### src/rtl/cdr_pkg.sv
// Shared types and helpers for the CDR second-order loop filter.
package cdr_pkg;

    typedef logic signed [1:0] vote_t;

    // Bits needed for a counter running 0..n-1.
    function automatic int cnt_w(input int n);
        return (n <= 1) ? 1 : $clog2(n);
    endfunction

    // Bits needed for a signed sum spanning -n..+n.
    function automatic int sum_w(input int n);
        return $clog2(n + 1) + 1;
    endfunction

    function automatic longint sat_add(input longint a, input longint b, input int w);
        longint s;
        longint hi;
        longint lo;
        s  = a + b;
        hi = (longint'(1) <<< (w - 1)) - 1;
        lo = -(longint'(1) <<< (w - 1));
        if (s > hi)
            s = hi;
        else if (s < lo)
            s = lo;
        return s;
    endfunction

endpackage

### src/rtl/cdr_lock_detect.sv
// Lock detector: counts quiet vote windows and asserts locked after enough in a row.
module cdr_lock_detect
    import cdr_pkg::*;
#(
    parameter int LOCK_WIN = 32,
    parameter int LOCK_THR = 4,
    parameter int LOCK_CNT = 3
) (
    input  logic       clk,
    input  logic       rst_n,
    input  logic [1:0] vote,
    input  logic       strobe,
    input  logic       freeze,
    output logic       locked
);

    localparam int WCNT_W = cnt_w(LOCK_WIN);
    localparam int NSUM_W = sum_w(LOCK_WIN);
    localparam int QCNT_W = cnt_w(LOCK_CNT + 1);

    vote_t                    v;
    logic [WCNT_W-1:0]        win_cnt;
    logic signed [NSUM_W-1:0] net_sum;
    logic signed [NSUM_W-1:0] net_now;
    logic signed [NSUM_W-1:0] abs_net;
    logic [QCNT_W-1:0]        q_cnt;
    logic                     win_end;
    logic                     quiet;

    always_comb begin
        v       = vote_t'(vote);
        net_now = net_sum + NSUM_W'(v);
        abs_net = (net_now < 0) ? -net_now : net_now;
        quiet   = (int'(abs_net) <= LOCK_THR);
        win_end = (win_cnt == WCNT_W'(LOCK_WIN - 1));
    end

    // Frozen votes are ignored entirely so the window stays aligned on release.
    always_ff @(posedge clk or negedge rst_n) begin
        if (!rst_n) begin
            win_cnt <= '0;
            net_sum <= '0;
            q_cnt   <= '0;
        end else if (strobe && !freeze) begin
            if (win_end) begin
                win_cnt <= '0;
                net_sum <= '0;
                if (!quiet)
                    q_cnt <= '0;
                else if (q_cnt != QCNT_W'(LOCK_CNT))
                    q_cnt <= q_cnt + 1'b1;
            end else begin
                win_cnt <= win_cnt + 1'b1;
                net_sum <= net_now;
            end
        end
    end

    assign locked = (q_cnt == QCNT_W'(LOCK_CNT));

endmodule

### src/rtl/cdr_dlf_2nd_order.sv
// Second-order bang-bang CDR loop filter: vote decimation, proportional + integral paths,
// wrapping phase accumulator driving the PI code, freeze and lock detect.
module cdr_dlf_2nd_order
    import cdr_pkg::*;
#(
    parameter int CODE_W   = 11,
    parameter int FRAC_W   = 6,
    parameter int FREQ_W   = 12,
    parameter int DECIM    = 4,
    parameter int KP       = 16,
    parameter int KI       = 1,
    parameter int LOCK_WIN = 32,
    parameter int LOCK_THR = 4,
    parameter int LOCK_CNT = 3
) (
    input  logic              clk,
    input  logic              rst_n,
    input  logic              up,
    input  logic              dn,
    input  logic              freeze,
    output logic [CODE_W-1:0] code,
    output logic [FREQ_W-1:0] freq,
    output logic              vld,
    output logic              locked
);

    localparam int PH_W   = CODE_W + FRAC_W;
    localparam int DCNT_W = cnt_w(DECIM);
    localparam int DSUM_W = sum_w(DECIM);

    logic [DCNT_W-1:0]        dec_cnt;
    logic signed [DSUM_W-1:0] dec_sum;
    logic signed [DSUM_W-1:0] sum_now;
    logic signed [1:0]        d_smp;
    vote_t                    vote;
    logic                     strobe;
    logic [PH_W-1:0]          ph;
    logic [PH_W-1:0]          ph_nxt;
    logic signed [FREQ_W-1:0] freq_q;
    logic signed [FREQ_W-1:0] freq_nxt;
    logic signed [PH_W:0]     kp_term;
    logic signed [PH_W:0]     fq_term;
    logic                     vld_q;

    always_comb begin
        d_smp = 2'sd0;
        if (up && !dn)
            d_smp = 2'sd1;
        else if (dn && !up)
            d_smp = -2'sd1;
        sum_now = dec_sum + DSUM_W'(d_smp);
        strobe  = (dec_cnt == DCNT_W'(DECIM - 1));
        vote    = 2'sd0;
        if (sum_now > 0)
            vote = 2'sd1;
        else if (sum_now < 0)
            vote = -2'sd1;
    end

    // Phase step uses the pre-update frequency: one-vote integral delay.
    always_comb begin
        kp_term = '0;
        if (vote == 2'sd1)
            kp_term = (PH_W + 1)'(KP);
        else if (vote == -2'sd1)
            kp_term = -((PH_W + 1)'(KP));
        fq_term  = (PH_W + 1)'(freq_q);
        ph_nxt   = PH_W'($signed({1'b0, ph}) + kp_term + fq_term);
        freq_nxt = FREQ_W'(sat_add(longint'(freq_q), longint'(vote) * longint'(KI), FREQ_W));
    end

    always_ff @(posedge clk or negedge rst_n) begin
        if (!rst_n) begin
            dec_cnt <= '0;
            dec_sum <= '0;
            ph      <= '0;
            freq_q  <= '0;
            vld_q   <= 1'b0;
        end else begin
            vld_q <= strobe;
            if (strobe) begin
                dec_cnt <= '0;
                dec_sum <= '0;
                if (!freeze) begin
                    freq_q <= freq_nxt;
                    ph     <= ph_nxt;
                end
            end else begin
                dec_cnt <= dec_cnt + 1'b1;
                dec_sum <= sum_now;
            end
        end
    end

    cdr_lock_detect #(
        .LOCK_WIN (LOCK_WIN),
        .LOCK_THR (LOCK_THR),
        .LOCK_CNT (LOCK_CNT)
    ) u_lock (
        .clk    (clk),
        .rst_n  (rst_n),
        .vote   (vote),
        .strobe (strobe),
        .freeze (freeze),
        .locked (locked)
    );

    assign code = ph[PH_W-1:FRAC_W];
    assign freq = freq_q;
    assign vld  = vld_q;

endmodule

### config.mk
export PLATFORM = sky130hd
export DESIGN_NAME = cdr_dlf_2nd_order
export DESIGN_NICKNAME = d
export VERILOG_FILES = /design/src/rtl/cdr_pkg.sv /design/src/rtl/cdr_lock_detect.sv /design/src/rtl/cdr_dlf_2nd_order.sv
export SDC_FILE = /design/constraint.sdc
export NUM_CORES = 1
export LEC_CHECK = 0
export BUFFER_PORTS_ARGS = -buffer_cell sky130_fd_sc_hd__buf_2
export CORE_ASPECT_RATIO = 1.4
export CORE_MARGIN = 3
export CORE_UTILIZATION = 58
export CTS_CLUSTER_DIAMETER = 50
export CTS_CLUSTER_SIZE = 25
export DETAILED_ROUTE_END_ITERATION = 10
export PLACE_DENSITY = 0.77
export SLEW_MARGIN = 40
export SYNTH_ARGS = -nofsm -noshare
export SYNTH_HDL_FRONTEND = slang
export SYNTH_SLANG_ARGS = --single-unit
export TNS_END_PERCENT = 100
### constraint.sdc
create_clock -name clk -period 5.35 [get_ports clk]
set_clock_uncertainty 0.05 [all_clocks]
set_input_delay 0.2675 -clock clk [delete_from_list [all_inputs] [get_ports clk]]
set_output_delay 0.2675 -clock clk [all_outputs]
set_load 0.05 [all_outputs]
==> out/results.env <==
DIE_HEIGHT_UM=106
TRITONCTS='built'
DESIGN.CORE.AREA_UM2=6740
ROWS=35
ROUTE.MET3.WL_UM=145
HOLD_PATH.CLASS='input pin to flip-flop'
GR-USAGE-ALL-LAYERS_PCT=21.6
YOSYS_WARNINGS=0
SETUP_VIOL_COUNT_FINAL=0
PERIOD_SHARE_PCT=85.7
GRT_ANTENNA_BEFORE_REPAIR=0
CTS-HTREE-LEVELS=2
NUMPLACEDINSTANCES=549
CTS_ROOT_BUF='sky130_fd_sc_hd__clkbuf_8'
TRITONCTS.NUM_BUFFERS=5
NNETSFINAL=531
CLKSINKCOUNT=50
POST-ROUTE-DRC-COUNT=0
NUMBER_OF_GLOBAL_ROUTE_VIAS_BEFORE_REPAIR=3305
GRT_START_MAX_NET_PINS=51
BIGGEST_AREA_CONSUMER_AMONG_SYNTHESIZED_CELLS='sky130_fd_sc_hd__dfrtp_1'
FMAXACHIEVABLE_MHz=218
GRT_REMAINING_OVERFLOW=0
FINALMAXSLEWVIOLATIONS=0
DETAILEDROUTE.FIRSTPASSITERATIONCOUNT=4
ACTUAL_TRANSITION_AT_THE_WORST_MAX_TRANSITION_PIN_NS=0.626
TIMING.FINAL.WS_SETUP_NS=0.763
MAXSLEWHEADROOM_PCT=58.2
YS.FLOP_TYPE='sky130_fd_sc_hd__dfrtp_1'
PERIOD_MINUS_SLACK_NS=4.59
CRITPATHCAPTURETYPE='flip-flop'
CRIT_START='dec_sum[2]'
DIE_W_UM=77.4
AREA_GROWTH_SYN_TO_LAYOUT_PCT=7.16
HOLD_VIOL=0
WL_MET1_MM=3.48
SYNTHESIS.AREA_UM2=4140
CRITICAL_PATH.REG2REG.STARTPOINT='dec_sum[2]'
ROUTED.TOP_LAYER='met4'
ANTENNA_CELLS=0
INITIALDRTVIOLATIONCOUNT=114
SYNTH-EDFF-COUNT=0
MAX_CAP_VIOL_COUNT=0
TOTAL_VIA_COUNT_AFTER_DETAILED_ROUTING=3281
FINAL_CORE_UTIL_PCT=65.8
DIEAREA_UM2=8210
POST_CTS_RESIZE_COUNT=0
BOUNDARYPINS=30
WORSTREGTOREGCELLS=14
PRECTSSETUPSLACK_NS=0.539
PART_OF_THE_YOSYS_AREA_USED_FOR_SEQUENTIAL_ELEMENTS_PCT=30.2
YOSYS_REGISTER_BITS=50
GRT_SETUP_UNREPAIRED='no'
ASYNCSETRESETFLOPFRACSYNTH_PCT=100
FF2FF_SETUP_SLACK_NS=0.76
MEAN_AREA_PER_SYNTHESIZED_CELL_UM2=9.29
CP_CLASS='flip-flop to flip-flop'
FLOORPLAN.INITIALDENSITY_PCT=61.4
NATURE_OF_THE_CRITICAL_PATH_STARTPOINT='flip-flop'
DETAIL_ROUTE.WIRELENGTH_MM=8.50
HPWL_MM=6.64
CRIT_END='ph[16]'
CLOCK_NETWORK_LATENCY_TO_THE_LATER_PIN_OF_THE_WORST_SKEW_PAIR_NS=0.31
CRITPATHMAXFANOUT=9
POST_ROUTE_CELLS_DRIVE_ABOVE_1_SHARE_PCT=12.9
FINAL_CELLS=558
GP_ROUTABILITY_CONGESTION=0.897
NUMBER_OF_BUFFERS_INSERTED_BY_PORT_BUFFERING=29
MET2_LENGTH_MM=4.66
POSTROUTEANTENNANETS=0
WL_PER_CELL_UM=15.2
WORSTPATHREQUIRED_NS=5.53
YOSYS-TOP-CELLS-AREA='sky130_fd_sc_hd__dfrtp_1, sky130_fd_sc_hd__ha_1, sky130_fd_sc_hd__fa_1'
VIA_DENSITY_PER_INSTANCE=5.88
NETLIST_INSTANCES=446
CRITICAL_PATH_ARRIVAL_NS=4.77
GLOBAL_ROUTE_WIRE_LENGTH_BEFORE_REPAIR_MM=14.6
SYNTH.TOP_CELL.AREA_SHARE_PCT=30.2
SYNTH.NET_COUNT=512
OUTCOME='finished clean'
SETUP-TNS-FINAL_NS=0
CLOCK_PIN_TRANSITION_ON_THE_WORST_SETUP_AND_HOLD_TIMING_PATHS_NS=0.09
SYNTHDISTINCTLIBCELLS=70
TIMING.RR.END='ph[16]'
CTS.PATH.MAX_BUFFERS=2
## flip-flops by register name (all words and copies together), names as in the netlist
name            flops
ph                 17
freq               12
u_lock.net_sum      7
u_lock.win_cnt      5
dec_sum             4
dec_cnt             2
u_lock.q_cnt        2
vld                 1
## worst min-delay path by stage
stage,start,endpoint,cells past startpoint
after CTS,freeze,u_lock.win_cnt[1],5
after detailed placement,rst_n,ph[10],1
after floorplan,rst_n,dec_cnt[0],0
after global routing,freeze,u_lock.win_cnt[1],5
final,freeze,u_lock.win_cnt[1],5
after global placement,dec_cnt[0],dec_cnt[0],1
## per-layer routing
layer	up-vias	global-route usage (%)
met5	-	0
met4	0	9.29
met3	15	2.03
met2	46	41.0
met1	1594	24.3
li1	1626	-
## logic make-up after synthesis
family | count (synthesis) | share of synthesized area (%)
AOI/OAI and AO/OA | 138 | 21.8
xor gates and xnor gates | 30 | 7.13
adders and majority gates | 61 | 21.1
buffers and inverters | 35 | 4.74
DFF | 50 | 30.2
muxes | 1 | 0.272
and+or+nand+nor | 131 | 14.7
## final cells by class
| type | instances | area, µm² |
|---|---|---|
| Clock inverter | 2 | 60.1 |
| Timing Repair Buffer | 33 | 180 |
| Fill cell | 578 | 2300 |
| Multi-Input combinational cell | 361 | 2700 |
| Clock buffer | 6 | 82.6 |
| Sequential cell | 50 | 1250 |
| Tap cell | 92 | 115 |
| Inverter | 14 | 52.6 |
## stage by stage
stage / cell area, µm² / hold WS, ns
floorplan: 4140 / -0.0781
global placement: 4280 / 0.364
detailed placement: 4290 / 0.280
CTS: 4440 / 0.379
global route: 4440 / 0.391
finish: 4440 / 0.391
## Yosys cell counts, drive strengths merged (2+ instances only)
library cell,n
o21ai,49
a21o,6
xnor2,20
or3,2
a31oi,3
xor2,9
o211ai,5
a22o,3
o21a,6
inv,14
a21boi,2
nand3b,2
nand3,2
dfrtp,50
a21oi,32
nor4,2
a211oi,10
a31o,4
o22ai,3
nor2,28
or2,2
nor2b,6
a41oi,2
nand2,62
buf,14
clkbuf,7
ha,46
nor3,7
fa,15
o31ai,3
nand2b,7
and3,3
or4,2
## cells in the final DEF, fill, tap and decap left out, types with 9 or more instances in the layout
cell type                   n
sky130_fd_sc_hd__buf_2     28
sky130_fd_sc_hd__inv_1     14
sky130_fd_sc_hd__dfrtp_1   50
sky130_fd_sc_hd__o21ai_0   43
sky130_fd_sc_hd__a211oi_1   9
sky130_fd_sc_hd__fa_1      15
sky130_fd_sc_hd__xnor2_1   19
sky130_fd_sc_hd__xor2_1     9
sky130_fd_sc_hd__a21oi_1   31
sky130_fd_sc_hd__ha_1      46
sky130_fd_sc_hd__nor2_1    28
sky130_fd_sc_hd__nand2_1   62
## what timing repair did
action / CTS / global route
hold endpoints to repair: 50 / 0
hold buffers: 1 / 0
buffers inserted: 0 / 0
## worst max-delay path: stages, from the launching register on
cell and delay [ns]:
sky130_fd_sc_hd__dfrtp_1 0.38, sky130_fd_sc_hd__ha_1 0.34, sky130_fd_sc_hd__a41oi_1 0.27, sky130_fd_sc_hd__a21oi_1 0.23, sky130_fd_sc_hd__or2_1 0.41, sky130_fd_sc_hd__or4_1 0.53, sky130_fd_sc_hd__fa_1 0.46, sky130_fd_sc_hd__ha_1 0.37
sky130_fd_sc_hd__o21ai_0 0.13, sky130_fd_sc_hd__o211ai_1 0.36, sky130_fd_sc_hd__a41oi_2 0.21, sky130_fd_sc_hd__o211ai_1 0.24, sky130_fd_sc_hd__a21oi_1 0.09, sky130_fd_sc_hd__nor3b_1 0.27, sky130_fd_sc_hd__xor2_1 0.17
Power is not shown: default switching activity piles up to over one toggle a cycle in this logic, so the estimate is an artifact.
